## src/rtl/register_file.sv

```systemverilog
// Architectural register file with rename tags (busy/dep) for an out-of-order core.
// Optional same-cycle commit forwarding to the query ports is compiled in with RF_BYPASS_EN.
`ifndef ROB_INDEX_BIT
`define ROB_INDEX_BIT 4
`endif

module register_file (
    input  logic                      clk_in,
    input  logic                      rst_n_in,
    input  logic                      rdy_in,
    input  logic                      clear_in,
    input  logic                      issue_req,
    input  logic [4:0]                issue_rd,
    input  logic [`ROB_INDEX_BIT-1:0] issue_rob_id,
    input  logic [4:0]                commit_rd,
    input  logic [31:0]               commit_val,
    input  logic [`ROB_INDEX_BIT-1:0] commit_rob_id,
    input  logic [4:0]                rs1_idx,
    input  logic [4:0]                rs2_idx,
    output logic [31:0]               rs1_val,
    output logic [31:0]               rs2_val,
    output logic                      rs1_busy,
    output logic                      rs2_busy,
    output logic [`ROB_INDEX_BIT-1:0] rs1_dep,
    output logic [`ROB_INDEX_BIT-1:0] rs2_dep
);

    localparam int unsigned NREG = 32;
    localparam int unsigned XLEN = 32;
    localparam int unsigned TW   = `ROB_INDEX_BIT;

    logic [XLEN-1:0] r_val  [NREG];
    logic [NREG-1:0] r_busy;
    logic [TW-1:0]   r_dep  [NREG];

    logic w_commit_wr;
    logic w_commit_tag;
    logic w_issue;

    // A flush still lets the committing instruction retire its value.
    assign w_commit_wr  = (rdy_in | clear_in) & (commit_rd != 5'd0);
    assign w_commit_tag = rdy_in & (commit_rd != 5'd0) & (r_dep[commit_rd] == commit_rob_id);
    assign w_issue      = rdy_in & ~clear_in & issue_req & (issue_rd != 5'd0);

    always_ff @(posedge clk_in or negedge rst_n_in) begin
        if (!rst_n_in) begin
            r_busy <= '0;
            for (int unsigned i = 0; i < NREG; i++) begin
                r_val[i] <= '0;
                r_dep[i] <= '0;
            end
        end else begin
            if (w_commit_wr) begin
                r_val[commit_rd] <= commit_val;
            end
            if (clear_in) begin
                r_busy <= '0;
                for (int unsigned i = 0; i < NREG; i++) begin
                    r_dep[i] <= '0;
                end
            end else begin
                if (w_commit_tag) begin
                    r_busy[commit_rd] <= 1'b0;
                end
                // Issue is written last so a same-register rename keeps the register busy.
                if (w_issue) begin
                    r_busy[issue_rd] <= 1'b1;
                    r_dep[issue_rd]  <= issue_rob_id;
                end
            end
        end
    end

`ifdef RF_BYPASS_EN
    logic w_fwd1;
    logic w_fwd2;

    assign w_fwd1 = rdy_in & (commit_rd == rs1_idx) & r_busy[rs1_idx]
                  & (r_dep[rs1_idx] == commit_rob_id);
    assign w_fwd2 = rdy_in & (commit_rd == rs2_idx) & r_busy[rs2_idx]
                  & (r_dep[rs2_idx] == commit_rob_id);
`endif

    // Operand query; x0 is hard-wired to zero / not busy.
    always_comb begin
        rs1_val  = '0;
        rs1_busy = 1'b0;
        rs1_dep  = '0;
        rs2_val  = '0;
        rs2_busy = 1'b0;
        rs2_dep  = '0;
        if (rs1_idx != 5'd0) begin
            rs1_val  = r_val[rs1_idx];
            rs1_busy = r_busy[rs1_idx];
            rs1_dep  = r_dep[rs1_idx];
`ifdef RF_BYPASS_EN
            if (w_fwd1) begin
                rs1_val  = commit_val;
                rs1_busy = 1'b0;
            end
`endif
        end
        if (rs2_idx != 5'd0) begin
            rs2_val  = r_val[rs2_idx];
            rs2_busy = r_busy[rs2_idx];
            rs2_dep  = r_dep[rs2_idx];
`ifdef RF_BYPASS_EN
            if (w_fwd2) begin
                rs2_val  = commit_val;
                rs2_busy = 1'b0;
            end
`endif
        end
    end

endmodule

```

## config.mk

```make
export PLATFORM = sky130hd
export DESIGN_NAME = register_file
export DESIGN_NICKNAME = d
export VERILOG_FILES = /design/src/rtl/register_file.sv
export SDC_FILE = /design/constraint.sdc
export NUM_CORES = 2
export LEC_CHECK = 0
export BUFFER_PORTS_ARGS = -buffer_cell sky130_fd_sc_hd__buf_2
export CAP_MARGIN = 10
export CORE_MARGIN = 3
export CORE_UTILIZATION = 32
export CTS_BUF_LIST = sky130_fd_sc_hd__clkbuf_16
export CTS_CLUSTER_DIAMETER = 100
export CTS_CLUSTER_SIZE = 12
export DETAILED_ROUTE_END_ITERATION = 8
export PLACE_DENSITY = 0.48
export SYNTH_ARGS = -nofsm -noshare
export SYNTH_HDL_FRONTEND = slang
export SYNTH_SLANG_ARGS = --single-unit
```

## constraint.sdc

```tcl
create_clock -name clk_in -period 6.6 [get_ports clk_in]
set_clock_uncertainty 0.2 [all_clocks]
set_input_delay 0.33 -clock clk_in [delete_from_list [all_inputs] [get_ports clk_in]]
set_output_delay 0.33 -clock clk_in [all_outputs]
set_load 0.05 [all_outputs]
```

* Word-level counts from Yosys, hierarchy flattened
Index checks and enable logic that the tools add are counted.
** Storage, ports and cells
- Flip-flop bits (word level) :: 1184
- Bits in latches :: 0
- Bits in writable memories :: 0
- ROM bits :: 0
- Bits of input ports :: 65
- Output and inout bits :: 74
- Memories :: 0
** Cells by class
- Add/subtract/negate cells :: 0
- Multiply operators :: 0
- Div/mod/pow operators :: 0
- $lt $le $gt $ge :: 12
- Eq/ne operators :: 1
- Shifts and indexed selects :: 0
- Muxes and demuxes :: 41
- Bitwise operators :: 15
- Reductions and logical operators :: 9
** Operator list (number)
- $bwmux W1024 :: 1
- $mux W32 :: 11
- $bmux W32 S5 :: 2
- $mux W128 :: 2
- $demux W32 S5 :: 1
- $bwmux W128 :: 1
- $bmux W4 S5 :: 3
- $mux W4 :: 9
- $and A32 B32 Y32 :: 1
- $not A32 Y32 :: 1
- $or A32 B32 Y32 :: 1
- $ge A6 B6 Y1 const B :: 4
- $lt A5 B6 Y1 const B :: 4
- $not A5 Y6 :: 4
- $demux W4 S5 :: 1
- $reduce_bool A5 Y1 :: 4
- $lt A6 B1 Y1 const B :: 2
- $bmux W1 S5 :: 2
- $demux W1 S5 :: 2
- $ge A5 B1 Y1 const B :: 2
- $and A1 B1 Y1 :: 6
- $mux W1 :: 6
- $eq A4 B4 Y1 :: 1
- $logic_and A1 B1 Y1 :: 4
- 3 further kinds :: 3

* Longest topological paths before layout
- Depth in word-level cells :: 11
- Depth in mapped cells :: 11

* Worst setup path before layout
OpenSTA, ideal clock, no wires.
- Path kind :: input port to output port
- Start :: in rs2_idx[0]
- End :: out rs2_dep[0]
- Arrival :: 2.643 ns
- Required time :: 6.070 ns
- Slack :: 3.427 ns
- Stages :: 7
- Path buffers :: 3
- Path through :: buf_2 -> buf_2 -> buf_1 -> mux4_2 -> mux4_2 -> mux2i_1 -> nor2_1
** Between the ends
- Cells in the longest elaborated chain, start to end :: 5
- Elaborated cells between the ends (all ways) :: 6
- Classes of those cells :: mux (4); bitwise (1); reduce/logical (1)
** Ends and longest elaborated chain
- from (decl) :: RTL line 19 : input logic [4:0] rs2_idx,
- $not A5 Y6 (implied by the code) :: RTL line 106 : rs2_dep = r_dep[rs2_idx];
- $bmux W4 S5 :: RTL line 106
- $mux W4 (implied by the code) (2 in series) :: RTL line 106
- $mux W4 (*) :: RTL line 103 : if (rs2_idx != 5'd0) begin
- to (decl) :: RTL line 25 : output logic [`ROB_INDEX_BIT-1:0] rs2_dep
Mark *: on every way between the ends. The rest lies on a longest branch, timed or not. The select of a mux whose other input is x is not followed.

* Worst setup path in the final report
- Start :: in rs1_idx[1]
- End :: out rs1_val[24]
** Between the ends
- Cells in the longest elaborated chain, start to end :: 5
- Elaborated cells between the ends (all ways) :: 6
- Classes of those cells :: mux (4); bitwise (1); reduce/logical (1)
** Ends and longest elaborated chain
- from (decl) :: RTL line 18 : input logic [4:0] rs1_idx,
- $not A5 Y6 (implied by the code) :: RTL line 93 : rs1_val = r_val[rs1_idx];
- $bmux W32 S5 :: RTL line 93
- $mux W32 (implied by the code) (2 in series) :: RTL line 93
- $mux W32 (*) :: RTL line 92 : if (rs1_idx != 5'd0) begin
- to (decl) :: RTL line 20 : output logic [31:0] rs1_val,
Marks and branches as above.

==> metrics.md <==
| Metric | Value |
|---|---|
| Gate Count Post-Synth | `4131` |
| Hold Vio Cnt, Final | `0` |
| Logic pwr share | `25.4%` |
| Ys flop type | `dfrtp_1` |
| Final Critical Period | `4340 ps` |
| Critical path startpoint category | `input pin` |
| Total internal power | `14700 uW` |
| Routed WL | `222000 um` |
| Vias in the first global route | `40800` |
| Hold Crit Class | `in2async` |
| Sequential power share | `46.6%` |
| Count leader, synth | `dfrtp_1` |
| Status | `complete, no violations` |
| Initial antenna violation count | `14` |
| Net count after synthesis | `4196` |
| # IOs | `139` |
| P_leak | `0.0290 uW` |
| Yosys top cell area share | `46.0%` |
| Chip Width | `455 um` |
| Slew @ Worst Pin | `1240 ps` |
| Fraction of registers with async set/reset | `100%` |
| Clk Latency, worst-skew pair | `730 ps` |
| Area grow syn2layout | `10.5%` |
| IO Port Bufs | `138` |
| DR iter-0 viols | `3017` |
| Dominant cell type by area after synthesis | `dfrtp_1` |
| Critical Path RT | `6070 ps` |
| Worst setup margin | `2260 ps` |
| Antenna-violating nets left | `0` |
| Cell Area, Synth | `64400 um^2` |
| Worst-path clk slew | `70 ps` |
| Core Box Area | `200000 um^2` |
| Clock power share | `28.1%` |
| Number of flops mapped to enable cells by yosys | `0` |
| Synth unique cells | `41` |
| Share of cells above drive strength 1 | `51.7%` |
| Drt wl/cell | `33.0 um` |
| CTS root buf | `clkbuf_16` |
| Tcrit/Tclk final | `65.7%` |
| # Max-Cap Violations | `0` |
| FF+latch count, synth | `1184` |
| 1st-pass router iterations | `7` |
| Largest net degree at the start of global routing | `152` |
| Place WS | `2180 ps` |
| Fin. max-slew vios | `0` |
| Clk sinks | `1184` |
| Syn. warnings | `0` |
| CP Class | `in2out` |
| Sequential share of the synthesized area | `46.0%` |
| Nets@finish | `4117` |
| Clk buf depth | `3` |
| Setup tns final | `0 ps` |
| CTS buffer count | `108` |
| Max_slew headroom | `16.9%` |
| Gp weighted congestion | `0.846` |
| Post-route DRC | `0` |
| Fmax | `0.230 GHz` |
| Critical path peak fanout | `90` |
| CTS H-tree lvls | `3` |
| Vias per cell | `5.81` |
| Worst vdd ir | `0.196 mV` |
| Num rows | `164` |
| P per Cell Area | `294 nW/um^2` |
| Routed vias | `39100` |
| # Post-CTS Setup Buffers | `0` |
| Initial Util | `32.2%` |
| Total Die Area | `207000 um^2` |
| Total GRT Usage | `21.5%` |
| Worst R2R Path Depth | `8` |
| Sw Ratio | `29.9%` |
| Sw power | `6240 uW` |
| Die Y | `455 um` |
| Area contributors post-synth | `dfrtp_1 46%, mux4_2 26%, mux2_2 17%` |
| Syn_area_per_cell | `15.6 um^2` |
| WP data arrival | `3810 ps` |
| Final setup viols | `0` |
| RSZ-0062 raised after global routing | `no` |
| GRT overflow | `0` |
| Hpwl dp | `130000 um` |
| CTS tree | `yes` |
| Element type at the critical path end | `output pin` |
| Synth top cells by count | `1184 x dfrtp_1, 958 x mux2_2, 740 x mux4_2, 290 x clkbuf_1, 276 x nor2_1` |
| Global-route wire length before repair | `320000 um` |
[per-layer routing]
metal,vias up,track usage (%),part of all wire (%)
met3,281,3.21,4.7
met4,2,6.53,3.0
met5,-,0,0.0059
li1,15800,-,-
met2,1074,34.4,48
met1,21900,30.2,45
[power groups by stage]
stage	Combinational [uW]	Sequential, uW	Clock, uW
after floorplan	4020	9470	0
after global placement	5270	9770	0
after detailed placement	5340	9840	0
after CTS	5370	9710	6070
after global routing	5630	9930	6320
final	5300	9740	5870
[worst paths after layout]
check	startpoint	end	slack (ps)
setup / recovery	rs1_idx[1]	rs1_val[24]	2260
hold / removal	rst_n_in	r_val[995]	30
setup reg to reg	r_dep[25]	r_busy[24]	3460
hold reg to reg	r_val[1013]	r_val[1013]	200
max in group asynchronous	rst_n_in	r_val[113]	4630
min in group clk_in	commit_val[29]	r_val[861]	50
[worst max-delay path, stage by stage]
cell and delay, ps:
buf_8 530, buf_12 540, buf_4 640, mux4_2 410, mux4_2 460, mux2i_1 210
nor2_1 120, buf_2 270
[registers in the layout (all words and copies together) (netlist names)]
name    count
r_busy     32
r_dep     128
r_val    1024
[final cells by class]
cell class / instances / area (um^2)
Sequential cell: 1184 / 29600
Timing Repair Buffer: 282 / 2210
Antenna cell: 4 / 10.0
Clock inverter: 3 / 76.3
Clock buffer: 113 / 2830
Multi-Input combinational cell: 2476 / 33100
Tap cell: 2656 / 3320
Fill cell: 19000 / 129000
[cell usage in the layout (no fill, tap or decap), types with 3 or more instances in the layout]
cell           synthesis  routed
a311oi_1              25      25
diode_2                0       4
nor4_1                 9       9
mux4_2               740     740
mux2_1                34      34
nor3_1                12      11
nand3_1               14      11
nand2b_1               8       7
buf_8                  0       4
nand4bb_1              6       6
buf_4                  4      90
dfrtp_1             1184    1184
dlygate4sd3_1          0      38
o22ai_1               32      32
nor2b_1               16      15
mux2_2               958     958
nand3_4                0       3
nand4b_1               4       4
nor2_1               276     250
a21oi_1               22      22
a211oi_1               6       6
clkbuf_16              0     113
buf_2                114     125
or4_1                  5       5
nand2_1               26      26
buf_12                 0      21
mux2i_1              254     254
nor2_4                 0      26
nand3b_1               4       4
[per-stage QoR]
stage          power (uW)  util [%]  hold slack (ps)  std cells  area, um^2
6_report            20900      35.6             25.8       6718       71100
5_1_grt             21900      35.6             47.7       6715       71100
4_1_cts             21200      35.6            0.872       6714       71100
3_5_place_dp        15200      33.9              182       6560       67900
3_3_place_gp        15000      33.9              176       6560       67900
2_1_floorplan       13500         -             -166       4131       64400
[timing repair]
item / CTS / global route
hold buffers: 38 / 0
gates resized for setup: 0 / 0
hold endpoints to repair: 697 / 0
[cell families after synthesis]
kind of cell,after synthesis,share of synthesized area (%)
DFF,1184,46.0
xor gates and xnor gates,2,0.0272
AOI/OAI and AO/OA,90,0.939
buffers and inverters,471,3.03
muxes,1986,47.2
and+or+nand+nor,398,2.80
Power figures use the tool's default switching activity.
